[src/rtl/duck_game_ctl_pkg.sv]
// Shared constants and types for the Duck Hunt game-flow controller.
// Screen geometry sets the on-screen limits; the speeds and counts are game defaults.
package duck_game_ctl_pkg;

  typedef enum logic [2:0] {
    IDLE      = 3'd0,
    FLY       = 3'd1,
    FALL      = 3'd2,
    RESPAWN   = 3'd3,
    GAME_OVER = 3'd4
  } game_state_t;

  localparam int HOR_PIXELS  = 1024;
  localparam int VER_PIXELS  = 768;
  localparam int DUCK_WIDTH  = 64;
  localparam int DUCK_HEIGHT = 48;

  localparam int X_MAX   = HOR_PIXELS - DUCK_WIDTH;
  localparam int Y_FLOOR = VER_PIXELS - DUCK_HEIGHT;

  localparam int AMMO_QUANTITY  = 15;
  localparam int H_SPEED        = 10;
  localparam int V_SPEED        = 4;
  localparam int FALL_SPEED     = 8;
  localparam int Y_START        = 200;
  localparam int Y_MIN          = 64;
  localparam int Y_MAX          = 500;
  localparam int RESPAWN_FRAMES = 30;

  // Signed working width for position arithmetic; wide enough that no step can wrap.
  localparam int COORD_W = 12;

  function automatic logic [7:0] sat_inc8(input logic [7:0] v);
    return (v == 8'hFF) ? v : v + 8'd1;
  endfunction

endpackage

[src/rtl/duck_motion.sv]
// One-axis position stepper: moves by STEP per enable, and on reaching MIN or MAX
// clamps to that limit and reverses direction (dir = 1 means increasing).
module duck_motion
  import duck_game_ctl_pkg::*;
#(
  parameter int STEP    = 1,
  parameter int MIN     = 0,
  parameter int MAX     = 1,
  parameter int POS_W   = 11,
  parameter int RST_POS = 0,
  parameter bit RST_DIR = 1'b1
) (
  input  logic             clk,
  input  logic             rst_n,
  input  logic             enable,
  input  logic             load,
  input  logic [POS_W-1:0] load_value,
  input  logic             load_dir,
  output logic [POS_W-1:0] position,
  output logic             dir
);

  localparam logic signed [COORD_W-1:0] STEP_S = COORD_W'(STEP);
  localparam logic signed [COORD_W-1:0] MIN_S  = COORD_W'(MIN);
  localparam logic signed [COORD_W-1:0] MAX_S  = COORD_W'(MAX);

  logic signed [COORD_W-1:0] cur;
  logic signed [COORD_W-1:0] nxt;
  logic [POS_W-1:0]          pos_next;
  logic                      dir_next;

  always_comb begin
    cur      = COORD_W'(position);
    nxt      = dir ? (cur + STEP_S) : (cur - STEP_S);
    pos_next = POS_W'(nxt);
    dir_next = dir;
    if (dir && (nxt >= MAX_S)) begin
      pos_next = POS_W'(MAX);
      dir_next = 1'b0;
    end else if (!dir && (nxt <= MIN_S)) begin
      pos_next = POS_W'(MIN);
      dir_next = 1'b1;
    end
  end

  always_ff @(posedge clk or negedge rst_n) begin
    if (!rst_n) begin
      position <= POS_W'(RST_POS);
      dir      <= RST_DIR;
    end else if (load) begin
      position <= load_value;
      dir      <= load_dir;
    end else if (enable) begin
      position <= pos_next;
      dir      <= dir_next;
    end
  end

endmodule

[src/rtl/duck_game_ctl.sv]
// Duck Hunt game-flow controller: sequences one duck through fly/fall/respawn,
// tracks ammo and score, and steps the duck once per video frame.
//
// state     | meaning
// ----------+-----------------------------------------------------------
// IDLE      | after reset, duck hidden, waiting for start
// FLY       | duck visible and bouncing; shots are evaluated
// FALL      | duck hit, x frozen, y drops each frame until the floor
// RESPAWN   | duck hidden for RESPAWN_FRAMES frames, or game ends if out of ammo
// GAME_OVER | duck hidden, score held, waiting for start
module duck_game_ctl #(
  parameter int AMMO_QUANTITY  = duck_game_ctl_pkg::AMMO_QUANTITY,
  parameter int H_SPEED        = duck_game_ctl_pkg::H_SPEED,
  parameter int V_SPEED        = duck_game_ctl_pkg::V_SPEED,
  parameter int FALL_SPEED     = duck_game_ctl_pkg::FALL_SPEED,
  parameter int Y_START        = duck_game_ctl_pkg::Y_START,
  parameter int Y_MIN          = duck_game_ctl_pkg::Y_MIN,
  parameter int Y_MAX          = duck_game_ctl_pkg::Y_MAX,
  parameter int RESPAWN_FRAMES = duck_game_ctl_pkg::RESPAWN_FRAMES
) (
  input  logic        clk,
  input  logic        rst_n,
  input  logic        frame_tick,
  input  logic        start,
  input  logic        trigger,
  input  logic        hit,
  output logic [10:0] duck_x,
  output logic [9:0]  duck_y,
  output logic        duck_dir,
  output logic        duck_visible,
  output logic        duck_falling,
  output logic [3:0]  ammo,
  output logic [7:0]  score,
  output logic        game_over
);

  import duck_game_ctl_pkg::*;

  localparam int CNT_W = $clog2(RESPAWN_FRAMES + 1);

  game_state_t        state;
  game_state_t        state_next;
  logic               shot_valid;
  logic               shot_hit;
  logic               init_game;
  logic               fall_tick;
  logic               fall_land;
  logic               respawn_done;
  logic [COORD_W-1:0] y_fall;
  logic               spawn_right;
  logic [CNT_W-1:0]   respawn_cnt;
  logic               move_en;
  logic               x_load;
  logic [10:0]        x_load_value;
  logic               x_load_dir;
  logic               y_load;
  logic [9:0]         y_load_value;
  logic               y_dir_unused;

  assign shot_valid   = (state == FLY) && trigger && (ammo != '0);
  assign shot_hit     = shot_valid && hit;
  assign init_game    = start && ((state == IDLE) || (state == GAME_OVER));
  assign fall_tick    = (state == FALL) && frame_tick;
  assign y_fall       = COORD_W'(duck_y) + COORD_W'(FALL_SPEED);
  assign fall_land    = y_fall >= COORD_W'(Y_FLOOR);
  assign respawn_done = (state == RESPAWN) && (ammo != '0) && frame_tick
                        && (respawn_cnt == CNT_W'(1));

  // A hit freezes the duck at the position the shot was judged against.
  assign move_en = (state == FLY) && frame_tick && !shot_hit;

  assign x_load       = init_game || respawn_done;
  assign x_load_value = (respawn_done && spawn_right) ? 11'(X_MAX) : 11'd0;
  assign x_load_dir   = !(respawn_done && spawn_right);

  assign y_load       = init_game || respawn_done || fall_tick;
  assign y_load_value = fall_tick ? (fall_land ? 10'(Y_FLOOR) : y_fall[9:0]) : 10'(Y_START);

  always_ff @(posedge clk or negedge rst_n) begin
    if (!rst_n) state <= IDLE;
    else        state <= state_next;
  end

  always_comb begin
    state_next = state;
    case (state)
      IDLE:      if (start) state_next = FLY;
      FLY: begin
        if (shot_hit)                       state_next = FALL;
        else if (shot_valid && ammo == 4'd1) state_next = GAME_OVER;
      end
      FALL:      if (frame_tick && fall_land) state_next = RESPAWN;
      RESPAWN: begin
        if (ammo == '0)        state_next = GAME_OVER;
        else if (respawn_done) state_next = FLY;
      end
      GAME_OVER: if (start) state_next = FLY;
      default:   state_next = IDLE;
    endcase
  end

  always_comb begin
    duck_visible = (state == FLY) || (state == FALL);
    duck_falling = (state == FALL);
    game_over    = (state == GAME_OVER);
  end

  always_ff @(posedge clk or negedge rst_n) begin
    if (!rst_n) begin
      ammo        <= 4'(AMMO_QUANTITY);
      score       <= 8'd0;
      spawn_right <= 1'b1;
      respawn_cnt <= '0;
    end else begin
      if (init_game) begin
        ammo        <= 4'(AMMO_QUANTITY);
        score       <= 8'd0;
        spawn_right <= 1'b1;
      end else begin
        if (shot_valid)   ammo        <= ammo - 4'd1;
        if (shot_hit)     score       <= sat_inc8(score);
        if (respawn_done) spawn_right <= !spawn_right;
      end
      if (fall_tick && fall_land)
        respawn_cnt <= CNT_W'(RESPAWN_FRAMES);
      else if ((state == RESPAWN) && frame_tick && (respawn_cnt != '0))
        respawn_cnt <= respawn_cnt - CNT_W'(1);
    end
  end

  duck_motion #(
    .STEP(H_SPEED), .MIN(0), .MAX(X_MAX), .POS_W(11), .RST_POS(0), .RST_DIR(1'b1)
  ) u_motion_x (
    .clk       (clk),
    .rst_n     (rst_n),
    .enable    (move_en),
    .load      (x_load),
    .load_value(x_load_value),
    .load_dir  (x_load_dir),
    .position  (duck_x),
    .dir       (duck_dir)
  );

  // Vertical direction always restarts upward (decreasing y).
  duck_motion #(
    .STEP(V_SPEED), .MIN(Y_MIN), .MAX(Y_MAX), .POS_W(10), .RST_POS(Y_START), .RST_DIR(1'b0)
  ) u_motion_y (
    .clk       (clk),
    .rst_n     (rst_n),
    .enable    (move_en),
    .load      (y_load),
    .load_value(y_load_value),
    .load_dir  (1'b0),
    .position  (duck_y),
    .dir       (y_dir_unused)
  );

endmodule

[config.mk]
export PLATFORM = sky130hd
export DESIGN_NAME = duck_game_ctl
export DESIGN_NICKNAME = d
export VERILOG_FILES = /design/src/rtl/duck_game_ctl_pkg.sv /design/src/rtl/duck_motion.sv /design/src/rtl/duck_game_ctl.sv
export SDC_FILE = /design/constraint.sdc
export NUM_CORES = 1
export LEC_CHECK = 0
export ABC_CLOCK_PERIOD_IN_PS = 3800
export CAP_MARGIN = 20
export CORE_ASPECT_RATIO = 0.8
export CORE_MARGIN = 10
export CORE_UTILIZATION = 37
export CTS_BUF_LIST = sky130_fd_sc_hd__clkbuf_2
export DETAILED_ROUTE_END_ITERATION = 16
export MAX_ROUTING_LAYER = met4
export PLACE_DENSITY = 0.56
export REMOVE_ABC_BUFFERS = 1
export SLEW_MARGIN = 30
export SYNTH_ARGS = -nofsm -noshare
export SYNTH_HDL_FRONTEND = slang
export SYNTH_SLANG_ARGS = --single-unit
export TNS_END_PERCENT = 30
[constraint.sdc]
create_clock -name clk -period 3.8 [get_ports clk]
set_clock_uncertainty 0.2 [all_clocks]
set_input_delay 0.57 -clock clk [delete_from_list [all_inputs] [get_ports clk]]
set_output_delay 0.57 -clock clk [all_outputs]
set_load 0.1 [all_outputs]
==> impl_metrics.ini <==
[synthesis]
syn_avg_cell_area_sq_um = 8.51
synth_area_leaders = dfrtp_1 (24%), dfstp_2 (7.2%), ha_1 (6.8%)
yosys_warnings = 0
synth_flop_cell = dfrtp_1
synth_area_sq_um = 3300
postSynthCellCount = 388
seq_area_frac_synth_pct = 31.4
synth_seq_cells = 41
post-synth-top-area-cell = dfrtp_1
synth_edf_count = 0
synth-async-reset-ratio_pct = 100
synth_top_area_share_pct = 24.2
synth.distinct_cells = 74

[layout]
fin_util_pct = 44.7
n_fill_cell = 866
multiInputGateArea_sq_um = 2110
drive_above_1_share_pct = 12.1
regArea_sq_um = 1040
diodes = 0
fin_nets = 453
area_delta_synth_final_pct = 16.4

[drt]
first_pass_iters = 4
wl_microns = 8950
dr_total_vias = 3094
antenna_left = 0
via_per_inst = 5.72
remaining_drc_errors = 0
drt-initial-drc-count = 227
post_drt_wl_per_cell_microns = 16.6

[setup_path]
endpoint_kind = flop
endpoint = u_motion_x.position[4]
rr_startpoint = u_motion_x.dir
startpoint = u_motion_x.dir
regToRegEndpoint = u_motion_x.position[4]
path_depth = 9
critical_path_arrival_ns = 3.75
path_buf_inv = 1
crit_chain = inv_1, fa_1, a211o_1, a211o_1, a211o_1, or3_1, or4_4, o2111ai_2, o21ai_1
path_max_fanout = 11
crit_type = reg -> reg
worst_path_max_delay_cell = dfstp_2
worstPathRequired_ns = 3.91
start_kind = flop
crit_top_cell = a211o_1
r2r_slack_ns = 0.16
cpLargestDelayFamily = compound AO/OA/AOI/OAI gates
max_stage_delay_ns = 0.64
r2r_cells = 9

[timing]
grt_setup_unrepaired = false
final-setup-viol-count = 0
period_share_pct = 95.8
slew_violations = 0
tightest_slew_ns = 0.988
fmax_ghz = 0.275
slew_headroom_pct = 33.9
finalSetupTns_ns = 0
hold_viol = 0
min_period_ns = 3.64

[power]
peakVddDrop_mv = 0.601
p_leak_nw = 1.65
p_per_area_nw_per_um2 = 890

[global_route]
grtUsageTotal_pct = 13.6
antenna_found_initial = 0
grt_max_degree = 42
grt_overflow = 0
grt_pass1_vias = 2983
grt_pass1_wl_microns = 15000

[cts]
cts-buffers-inserted = 5
clockRootBuffer = clkbuf_2
clk_path_buf_depth = 2
cts_resized = 0
cts_tree = done
post_cts_buffers = 0
clk_pin_slew_ns = 0.21
clk_latency_ns = 0.40
htreeDepth = 2
clock-sinks = 41

[floorplan]
die_width_microns = 126
coreArea_sq_um = 8600
pin_count = 43
initial_core_util_pct = 38.4
die_area_sq_um = 13100
die_h_microns = 105
rows = 30

[status]
status = completed

[run]
drv_cap = 0

[placement]
io_buffer_count = 39
gp_congestion = 0.838
dpl.hpwl_microns = 6720

[hold_path]
min_path_type = reg -> reg
routing by layer:
| metal | vias to the layer above | part of all wire [%] | GRT usage, % |
|---|---|---|---|
| met1 | 1502 | 53 | 20.0 |
| met4 | 0 | 0.51 | 2.55 |
| met2 | 68 | 43 | 18.9 |
| met3 | 4 | 3.7 | 2.29 |
| li1 | 1520 | - | - |
| met5 | - | 0 | - |
placed cells by master (no fill, tap or decap), types with 4 or more instances in the layout:
cell,Yosys,final
nand2_1,40,40
dfrtp_1,32,32
nor2_1,29,29
clkdlybuf4s50_1,0,29
a21oi_1,23,23
inv_1,20,20
buf_4,3,19
ha_1,18,18
o21ai_0,17,17
nand4_1,12,12
xor2_1,12,12
nand3_1,11,11
xnor2_1,10,10
nor3_1,9,9
o211ai_1,9,9
dfstp_2,9,9
a211o_1,8,8
and3_1,7,7
o21ai_1,7,7
nor3b_1,6,6
or3_1,6,6
o21a_1,5,5
clkbuf_2,0,5
and2_1,4,4
a2111oi_0,4,4
a221o_1,4,4
area by class of cell:
type | count | share of cell area [%]
Sequential cell | 41 | 27.0
Multi-Input combinational cell | 311 | 54.8
Clock buffer | 5 | 0.651
Clock inverter | 3 | 0.455
Inverter | 20 | 1.95
Timing Repair Buffer | 49 | 11.5
Tap cell | 112 | 3.64
sequential cells by signal, summed over array words and instances (netlist names):
signal	cells
state	3
u_motion_x.position	10
score	8
u_motion_y.dir	1
respawn_cnt	5
u_motion_y.position	8
ammo	4
u_motion_x.dir	1
spawn_right	1
synthesized netlist by cell type (all sizes together) (3+ instances only):
cell type / number
dfrtp: 32
and3: 7
a21oi: 23
nand3: 11
a221o: 5
a211o: 8
o221ai: 3
nand2: 40
a31oi: 3
o31ai: 3
xor2: 12
o21ai: 24
o21a: 5
ha: 18
o211ai: 9
a21o: 3
nor2b: 3
inv: 20
nand4: 12
a32oi: 3
or3: 6
dfstp: 9
a221oi: 3
buf: 9
xnor2: 10
nor3b: 7
nor2: 29
clkbuf: 9
nor3: 9
nor4: 3
a2111oi: 4
and2: 4
a211oi: 3
timing repair:
item                                    CTS  global route
hold buffers                              0             1
endpoints found under the setup margin    0             0
endpoints found under the hold margin     0            32
power by group:
group          leakage (nW)  internal, mW  switching, mW
Clock                0.0287        0.0429          0.149
Sequential            0.505         0.554          0.189
Combinational          1.12         0.815           1.67
tightest hold or removal path, stage by stage, from the launching register on:
cell and delay [ns]:
dfstp_2 0.43, nand2_1 0.05, o211ai_1 0.08
worst min-delay path by stage:
stage / start / to / slack (ns) / depth (start not counted)
after CTS: rst_n / respawn_cnt[3] / 0.09 / 1
after global routing: u_motion_x.position[5] / u_motion_x.position[5] / 0.41 / 2
final: ammo[1] / ammo[1] / 0.34 / 2
after detailed placement: ammo[1] / ammo[1] / 0.31 / 2
after global placement: ammo[1] / ammo[1] / 0.32 / 2
after floorplan: rst_n / respawn_cnt[0] / 0.07 / 0
metrics by stage:
step / total power, mW / hold slack [ns] / instances / cell area [sq um] / setup slack, ns
final: 3.42 / 0.342 / 541 / 3850 / 0.160
after global routing: 3.66 / 0.409 / 541 / 3850 / 0.0120
after floorplan: 2.60 / 0.0744 / 372 / 3220 / -0.0285
after global placement: 3.19 / 0.316 / 532 / 3790 / 0.280
after detailed placement: 3.20 / 0.312 / 532 / 3790 / 0.225
after CTS: 3.41 / 0.0878 / 540 / 3830 / 0.180
cell families after synthesis:
kind of cell	synth area share, %
xor+xnor	5.83
other cells	0.114
buf+inv	5.00
fa+ha+maj	7.42
simple gates	23.9
mux	0.947
flops	31.4
compound gates	25.4
Note: power is estimated with default switching activity, not from simulation.
